`src/rtl/uart_frame_check.sv`:
```
// ---------------------------------------------------------------------------
// uart_frame_check
//
// Purpose:
//   Back end of a UART receiver. Once the front end confirms a start bit and
//   delivers majority-voted bits one strobe at a time, this block assembles
//   the data bits and checks the optional parity bit and the one or two stop
//   bits. It then publishes the completed frame together with its error
//   flags, and keeps saturating counts of parity and stop errors.
//
// Parameters:
//   DATA_W      data bits per frame (5..9)
//   CNT_W       width of each error counter
//
// Ports:
//   CLK         clock, all state changes on its rising edge
//   RST         synchronous active-high reset, overrides every other input
//   start_det   start bit confirmed; begins (or restarts) a frame
//   bit_valid   one-cycle strobe, sampled_bit holds the next frame bit
//   sampled_bit majority-voted line value
//   PAR_EN      parity bit present (latched at frame start)
//   PAR_TYP     00 even, 01 odd, 10 mark, 11 space (latched at frame start)
//   STOP2       two stop bits when 1 (latched at frame start)
//   clr_cnt     clears both error counters, wins over an increment
//   P_DATA      data of the last completed frame (first line bit in LSB)
//   data_valid  one-cycle pulse per completed frame
//   par_err     parity error of the last completed frame
//   stp_err     stop error of the last completed frame
//   par_err_cnt saturating count of parity errors
//   stp_err_cnt saturating count of stop errors
//   busy        high whenever a frame is in progress
// ---------------------------------------------------------------------------
module uart_frame_check #(
    parameter int DATA_W = 8,
    parameter int CNT_W  = 8
) (
    input  logic              CLK,
    input  logic              RST,
    input  logic              start_det,
    input  logic              bit_valid,
    input  logic              sampled_bit,
    input  logic              PAR_EN,
    input  logic [1:0]        PAR_TYP,
    input  logic              STOP2,
    input  logic              clr_cnt,
    output logic [DATA_W-1:0] P_DATA,
    output logic              data_valid,
    output logic              par_err,
    output logic              stp_err,
    output logic [CNT_W-1:0]  par_err_cnt,
    output logic [CNT_W-1:0]  stp_err_cnt,
    output logic              busy
);

    // The bit counter only has to reach DATA_W-1; the value it wraps to after
    // the last data bit is never looked at because the FSM has left DATA.
    localparam int               BC_W     = (DATA_W > 1) ? $clog2(DATA_W) : 1;
    localparam logic [BC_W-1:0]  LAST_BIT = BC_W'(DATA_W - 1);
    localparam logic [CNT_W-1:0] CNT_MAX  = {CNT_W{1'b1}};

    typedef enum logic [2:0] {
        S_IDLE,
        S_DATA,
        S_PARITY,
        S_STOP1,
        S_STOP2
    } state_e;

    state_e              state_q,     state_d;
    logic [DATA_W-1:0]   shiftReg_q,  shiftReg_d;
    logic [BC_W-1:0]     bitCnt_q,    bitCnt_d;
    logic                runPar_q,    runPar_d;
    logic                cfgParEn_q,  cfgParEn_d;
    logic [1:0]          cfgParTyp_q, cfgParTyp_d;
    logic                cfgStop2_q,  cfgStop2_d;
    logic                parFlag_q,   parFlag_d;
    logic                stopBad_q,   stopBad_d;
    logic [DATA_W-1:0]   pData_q,     pData_d;
    logic                dataValid_q, dataValid_d;
    logic                parErr_q,    parErr_d;
    logic                stpErr_q,    stpErr_d;
    logic [CNT_W-1:0]    parErrCnt_q, parErrCnt_d;
    logic [CNT_W-1:0]    stpErrCnt_q, stpErrCnt_d;

    logic                expParity;
    logic                frameDone;

    // Expected value of the parity bit, derived only from the configuration
    // captured at frame start so that mid-frame changes to PAR_TYP are inert.
    always_comb begin
        expParity = 1'b0;
        case (cfgParTyp_q)
            2'b00:   expParity = runPar_q;
            2'b01:   expParity = ~runPar_q;
            2'b10:   expParity = 1'b1;
            default: expParity = 1'b0;
        endcase
    end

    // Next-state and datapath logic.
    // start_det has priority over bit_valid in every state: it both starts a
    // frame from IDLE and aborts a partial frame, and a bit strobe arriving in
    // the same cycle is dropped. Without a strobe nothing in the frame moves.
    // frameDone marks the cycle whose final stop-bit strobe closes the frame;
    // the published outputs below are loaded on that same edge, so they become
    // visible one cycle after the strobe.
    always_comb begin
        state_d     = state_q;
        shiftReg_d  = shiftReg_q;
        bitCnt_d    = bitCnt_q;
        runPar_d    = runPar_q;
        cfgParEn_d  = cfgParEn_q;
        cfgParTyp_d = cfgParTyp_q;
        cfgStop2_d  = cfgStop2_q;
        parFlag_d   = parFlag_q;
        stopBad_d   = stopBad_q;
        frameDone   = 1'b0;

        if (start_det) begin
            state_d     = S_DATA;
            shiftReg_d  = '0;
            bitCnt_d    = '0;
            runPar_d    = 1'b0;
            parFlag_d   = 1'b0;
            stopBad_d   = 1'b0;
            cfgParEn_d  = PAR_EN;
            cfgParTyp_d = PAR_TYP;
            cfgStop2_d  = STOP2;
        end else if (bit_valid) begin
            case (state_q)
                S_DATA: begin
                    // Line is LSB first, so each new bit enters at the MSB
                    // and the first bit ends up in bit 0.
                    shiftReg_d = {sampled_bit, shiftReg_q[DATA_W-1:1]};
                    runPar_d   = runPar_q ^ sampled_bit;
                    bitCnt_d   = bitCnt_q + 1'b1;
                    if (bitCnt_q == LAST_BIT) begin
                        state_d = cfgParEn_q ? S_PARITY : S_STOP1;
                    end
                end
                S_PARITY: begin
                    parFlag_d = (sampled_bit != expParity);
                    state_d   = S_STOP1;
                end
                S_STOP1: begin
                    stopBad_d = ~sampled_bit;
                    if (cfgStop2_q) begin
                        state_d = S_STOP2;
                    end else begin
                        state_d   = S_IDLE;
                        frameDone = 1'b1;
                    end
                end
                S_STOP2: begin
                    // A bad first stop bit is remembered, but the second one
                    // is still consumed before the frame closes.
                    stopBad_d = stopBad_q | ~sampled_bit;
                    state_d   = S_IDLE;
                    frameDone = 1'b1;
                end
                default: begin
                    state_d = state_q;
                end
            endcase
        end
    end

    // Published results and error counters.
    // The frame outputs only change on completion and hold otherwise. The
    // parity flag is masked when parity was disabled for the frame so a stale
    // flag can never leak out. The counters saturate, and a clear request
    // beats a simultaneous increment.
    always_comb begin
        pData_d     = pData_q;
        dataValid_d = frameDone;
        parErr_d    = parErr_q;
        stpErr_d    = stpErr_q;
        parErrCnt_d = parErrCnt_q;
        stpErrCnt_d = stpErrCnt_q;

        if (frameDone) begin
            pData_d  = shiftReg_q;
            parErr_d = parFlag_q & cfgParEn_q;
            stpErr_d = stopBad_d;
        end

        if (clr_cnt) begin
            parErrCnt_d = '0;
            stpErrCnt_d = '0;
        end else if (frameDone) begin
            if (parErr_d && (parErrCnt_q != CNT_MAX)) begin
                parErrCnt_d = parErrCnt_q + 1'b1;
            end
            if (stpErr_d && (stpErrCnt_q != CNT_MAX)) begin
                stpErrCnt_d = stpErrCnt_q + 1'b1;
            end
        end
    end

    // State register. Reset is synchronous and beats start_det, bit_valid and
    // clr_cnt, so a frame interrupted by reset is simply thrown away,
    // including one whose final stop bit arrives in the reset cycle.
    always_ff @(posedge CLK) begin
        if (RST) begin
            state_q     <= S_IDLE;
            shiftReg_q  <= '0;
            bitCnt_q    <= '0;
            runPar_q    <= 1'b0;
            cfgParEn_q  <= 1'b0;
            cfgParTyp_q <= 2'b00;
            cfgStop2_q  <= 1'b0;
            parFlag_q   <= 1'b0;
            stopBad_q   <= 1'b0;
            pData_q     <= '0;
            dataValid_q <= 1'b0;
            parErr_q    <= 1'b0;
            stpErr_q    <= 1'b0;
            parErrCnt_q <= '0;
            stpErrCnt_q <= '0;
        end else begin
            state_q     <= state_d;
            shiftReg_q  <= shiftReg_d;
            bitCnt_q    <= bitCnt_d;
            runPar_q    <= runPar_d;
            cfgParEn_q  <= cfgParEn_d;
            cfgParTyp_q <= cfgParTyp_d;
            cfgStop2_q  <= cfgStop2_d;
            parFlag_q   <= parFlag_d;
            stopBad_q   <= stopBad_d;
            pData_q     <= pData_d;
            dataValid_q <= dataValid_d;
            parErr_q    <= parErr_d;
            stpErr_q    <= stpErr_d;
            parErrCnt_q <= parErrCnt_d;
            stpErrCnt_q <= stpErrCnt_d;
        end
    end

    assign P_DATA      = pData_q;
    assign data_valid  = dataValid_q;
    assign par_err     = parErr_q;
    assign stp_err     = stpErr_q;
    assign par_err_cnt = parErrCnt_q;
    assign stp_err_cnt = stpErrCnt_q;
    assign busy        = (state_q != S_IDLE);

endmodule

```
`config.mk`:
```
export PLATFORM = sky130hd
export DESIGN_NAME = uart_frame_check
export DESIGN_NICKNAME = d
export VERILOG_FILES = /design/src/rtl/uart_frame_check.sv
export SDC_FILE = /design/constraint.sdc
export NUM_CORES = 1
export LEC_CHECK = 0
export CAP_MARGIN = 20
export CORE_MARGIN = 5
export CORE_UTILIZATION = 46
export DETAILED_ROUTE_END_ITERATION = 16
export PLACE_DENSITY_LB_ADDON = 0.15
export REMOVE_ABC_BUFFERS = 1
export SYNTH_ARGS = -nofsm -noshare
export SYNTH_HDL_FRONTEND = slang
export SYNTH_SLANG_ARGS = --single-unit
```
`constraint.sdc`:
```
create_clock -name CLK -period 1.7 [get_ports CLK]
set_input_delay 0.34 -clock CLK [delete_from_list [all_inputs] [get_ports CLK]]
set_output_delay 0.34 -clock CLK [all_outputs]
set_load 0.005 [all_outputs]
```
# Word-level counts from Yosys, hierarchy flattened
# Index checks and enable logic that the tools add are counted.
# op_classes
n_addsub,3
bitwise,5
mux,16
reduce_logical,15
n_eq_ne,12
# ops
operator,count
8-bit by 1-bit adder with 8-bit output (second input constant),2
8-bit != test (second input constant),2
3-bit case mux with 4 select lines,1
1-bit 2-to-1 mux,10
2-bit AND reduction,4
3-bit by 2-bit == test with 1-bit output (second input constant),2
3-bit == test (second input constant),2
3-bit 2-to-1 mux,2
3-bit AND reduction,2
5-bit nonzero test,1
1-bit case mux with 2 select lines,2
4-bit nonzero test,1
2-bit OR reduction,2
3-bit by 1-bit adder with 3-bit output (second input constant),1
3-bit by 1-bit == test with 1-bit output (second input constant),1
3-bit != test (second input constant),1
1-bit case mux with 3 select lines,1
3-bit nonzero test,1
2-bit by 1-bit == test with 1-bit output (second input constant),1
2-bit == test (second input constant),1
1-bit logical AND,2
2-bit logical NOT,1
2-bit != test (second input constant),1
1-bit inverter,2
5 further kinds,5
# word_totals
inputBits,10
register_bits,48

# Longest topological paths before layout
# logic_depth
word_depth,8
depth_mapped,7
depth_no_buf,6

# Least setup slack after synthesis
# OpenSTA, ideal clock, no wires.
# synth_path
path_kind,input-to-reg
startpoint,input start_det
endpoint,"register stpErrCnt_q[5], in the netlist stp_err_cnt[5]"
setup_ns,0.071
setup_slack_ns,-0.114
cell_stages,6
required_time_ns,1.629
t_arrival_ns,1.744
n_path_buf,1
cell_sequence,clkbuf_1 -> nor2b_1 -> o21ai_2 -> or4_1 -> or3_1 -> a21oi_1
# synth_via
elab_chain_len,4
# synth_rtl
element,line_no,rtl
"start, declared",39,"input logic start_det,"
1-bit 2-to-1 mux,119,if (start_det) begin
1-bit 2-to-1 mux,181,if (frameDone) begin
1-bit logical AND,194,if (stpErr_d && (stpErrCnt_q != CNT_MAX)) begin
2-bit AND reduction (no line) (*),-,
"end signal, assigned",235,stpErrCnt_q <= stpErrCnt_d;
"end, declared",83,"logic [CNT_W-1:0] stpErrCnt_q, stpErrCnt_d;"
# Mark *: on every way between the ends. The rest lies on a longest branch, timed or not.
# A chain may end at the register's enable or synchronous reset.

# Final worst setup path
# layout_path
startpoint,register state_q[2]
endpoint,"register stpErrCnt_q[5], in the netlist stp_err_cnt[5]"
# layout_via
elab_chain_len,7
# layout_rtl
element,line_no,rtl
"start, declared",69,"state_e state_q, state_d;"
"start signal, assigned",221,state_q <= state_d;
3-bit == test or 3-bit by 2-bit == test with 1-bit output (tied branches),130,case (state_q)
1-bit case mux with 2 select lines,130,
1-bit 2-to-1 mux,129,end else if (bit_valid) begin
1-bit 2-to-1 mux,119,
1-bit 2-to-1 mux,181,
1-bit logical AND,194,
2-bit AND reduction (no line) (*),-,
# Marked as above.

==> flow_summary_export.csv <==
group,metric,value,unit
global_routing,track_usage,15.95,%
cts,root_buffer,"clkbuf_8",
logic_synthesis,synth_ff_type,"dfxtp_1",
finish,final_core_util,65.91,%
setup_path,worstSetupPathType,"flop to flop",
setup_path,startpoint_type,"flop",
cts,cts_tree,"built",
sta,hold_viol,0,
flow_run,max_cap_viol_count,0,
logic_synthesis,async_reset_ff_share,0,%
placement,numPortBuffers,37,
global_routing,grt-ovfl-total,0,
global_routing,grt_pass1_vias,1712,
sta,fmax,577.1,MHz
setup_path,critPathLaunch,"state_q[2]",
setup_path,cp_max_fo,4,
placement,hpwlAfterDp,3190,µm
finish,nets,308,
logic_synthesis,syn-instance-count,236,
run_status,outcome,"complete, but fails checks",
logic_synthesis,yosys_warnings,0,
die,rows,24,
cts,clkSinkCount,48,
drt,wirelength,4618,µm
die,dieArea,5881,µm²
die,die_w,76.69,µm
sta,tightest_slew,0.3178,ns
power_and_ir_drop,pwr_density_cell,785.9,nW/µm²
worst_hold_path,hold_class,"flop to flop",
cts,insertion_delay,0.30,ns
sta,finalWorstSetupSlack,-0.03268,ns
finish,areaGrowthSynthToFinish,39.33,%
cts,htreeDepth,2,
global_routing,grt_max_degree,17,
finish,n_antenna_cell,0,
sta,period_needed,1.733,ns
global_routing,antenna_found_initial,0,
logic_synthesis,synth_area,2046,µm²
setup_path,r2r_start,"state_q[2]",
cts,path_clk_slew,0.09,ns
setup_path,cp.required,1.94,ns
logic_synthesis,synth-edff-count,0,
setup_path,critPathCaptureType,"flop",
global_routing,grt_pass1_wl,7755,µm
worst_hold_path,worstHoldStart,"shiftReg_q[4]",
logic_synthesis,synth-seq-area-share,46.97,%
sta,skew,0.006659,ns
sta,fin_hold_ws,0.4733,ns
power_and_ir_drop,leakagePower,1.062,nW
die,core,4324,µm²
sta,final_max_slew_viol_count,0,
logic_synthesis,ys_types,40,
drt,vias_per_cell,5.193,
finish,drive_gt1_share,20.00,%
finish,seq_area,968.4,µm²
cts,post-cts-setup-buffers,0,
logic_synthesis,ys_ff_latch,48,
drt,num_vias,1802,
die,die_height,76.69,µm
cts,cts_buffers,5,
die,io_pins,38,
drt,wl_per_cell,13.31,µm
finish,nFillCells,371,
run_status,violations,"negative setup slack",
finish,multiInputGateArea,1106,µm²
sta,slew-limit-headroom,78.81,%
drt,drc,0,
setup_path,arrival,1.97,ns
placement,place_congestion,0.8234,
finish,layout_common_cells,"dfxtp_1, clkdlybuf4s50_1, nand2_1, nor2_1, buf_4",
sta,rsz0062_at_grt,"true",
sta,setup_viol,4,
cts,cts_buffer_depth,2,
logic_synthesis,avgSynthCellArea,8.668,µm²
die,start_util,47.31,%
sta,fin_crit_sh,101.9,%
finish,layout_commonest_cell,"dfxtp_1",
drt,firstDrtPassIters,4,
drt,drtIter0Drc,100,
drt,postRouteAntennaNets,0,
power_and_ir_drop,ir_drop,496.3,µV
-- timing repair --
action | in CTS | in global routing
resized for setup | 13 | 15
setup endpoints to repair | 11 | 17
pin swaps | 2 | 6
hold endpoints to repair | 0 | 0
hold buffers | 0 | 0
-- cell families after synthesis --
logic type | after synthesis | share of synthesized area, %
and+or+nand+nor | 104 | 25.01
muxes | 12 | 5.872
xor gates and xnor gates | 10 | 4.282
DFF | 48 | 46.97
buffers and inverters | 15 | 3.119
AOI/OAI and AO/OA | 43 | 12.29
adders and majority gates | 4 | 2.447
-- critical path: stages (launching register included) --
cell and delay (ns):
dfxtp_2 0.34, and4bb_1 0.29, o21ai_2 0.10, or4_1 0.51, or3_1 0.32, a21oi_1 0.12
-- power by group --
group          internal (mW)  switching [mW]  total, mW
Clock                  0.592           0.402      0.994
Combinational         0.0535          0.0542      0.108
Sequential              1.13         0.00677       1.14
-- metal layers --
layer,up-vias,wire length [µm],track usage (%),share of wire (%)
met4,0,76,7.168,1.6
met1,835,2111,19.01,46
met5,-,0,0,0
met3,6,199,4.801,4.3
li1,932,-,-,-
met2,29,2232,26.23,48
-- cell type report --
type | instances | share of cell area (%)
Tap cell | 52 | 2.283
Inverter | 2 | 0.2634
Timing Repair Buffer | 64 | 19.84
Multi-Input combinational cell | 173 | 38.81
Sequential cell | 48 | 33.98
Clock buffer | 5 | 2.414
Clock inverter | 3 | 2.414
-- flip-flops by register name, summed over array words and instances (netlist names) --
signal       cells
cfgParEn_q       1
stp_err          1
cfgStop2_q       1
par_err          1
runPar_q         1
parFlag_q        1
shiftReg_q       8
cfgParTyp_q      2
P_DATA           8
data_valid       1
state_q          3
bitCnt_q         3
par_err_cnt      8
stopBad_q        1
stp_err_cnt      8
-- final timing paths --
| check | endpoint | slack (ns) | depth (start not counted) |
|---|---|---|---|
| min reg2reg | shiftReg_q[3] | 0.47 | 2 |
| max | stp_err_cnt[5] | -0.03 | 5 |
| min | shiftReg_q[3] | 0.47 | 2 |
| max reg2reg | stp_err_cnt[5] | -0.03 | 5 |
-- synthesized netlist by cell type (2+ instances only) --
library cell  number  area, µm²
buf_2              3      15.01
or2_2              4      25.02
inv_1              2      7.510
a211oi_1           3      22.52
ha_1               4      50.05
clkbuf_1           8      30.03
nor3_1             4      20.02
nor2_1            31      116.4
nor3b_1            2      15.01
mux2i_1           12      120.1
dfxtp_1           48      960.9
or4_1              3      22.52
nand2_1           31      116.4
o21ai_0            7      35.03
nand3_1            5      25.02
xnor2_1            9      78.83
nor2b_1            3      18.77
nor4_1             3      18.77
nand4_1            4      25.02
or3_1              4      25.02
nand2b_1           3      18.77
a21oi_1           25      125.1
-- per-stage QoR --
| step | area (µm²) | total power, mW | setup slack (ns) | setup TNS, ns | std cells |
|---|---|---|---|---|---|
| after CTS | 2784 | 2.265 | -0.02254 | -0.04453 | 347 |
| after global routing | 2850 | 2.329 | -0.1420 | -0.8999 | 347 |
| final | 2850 | 2.240 | -0.03268 | -0.1006 | 347 |
| after floorplan | 1989 | 1.210 | -0.2323 | -0.9395 | 223 |
| after global placement | 2628 | 1.275 | -0.4638 | -5.294 | 339 |
| after detailed placement | 2628 | 1.275 | -0.5123 | -6.095 | 339 |
Note: power is estimated with default switching activity, not from simulation.
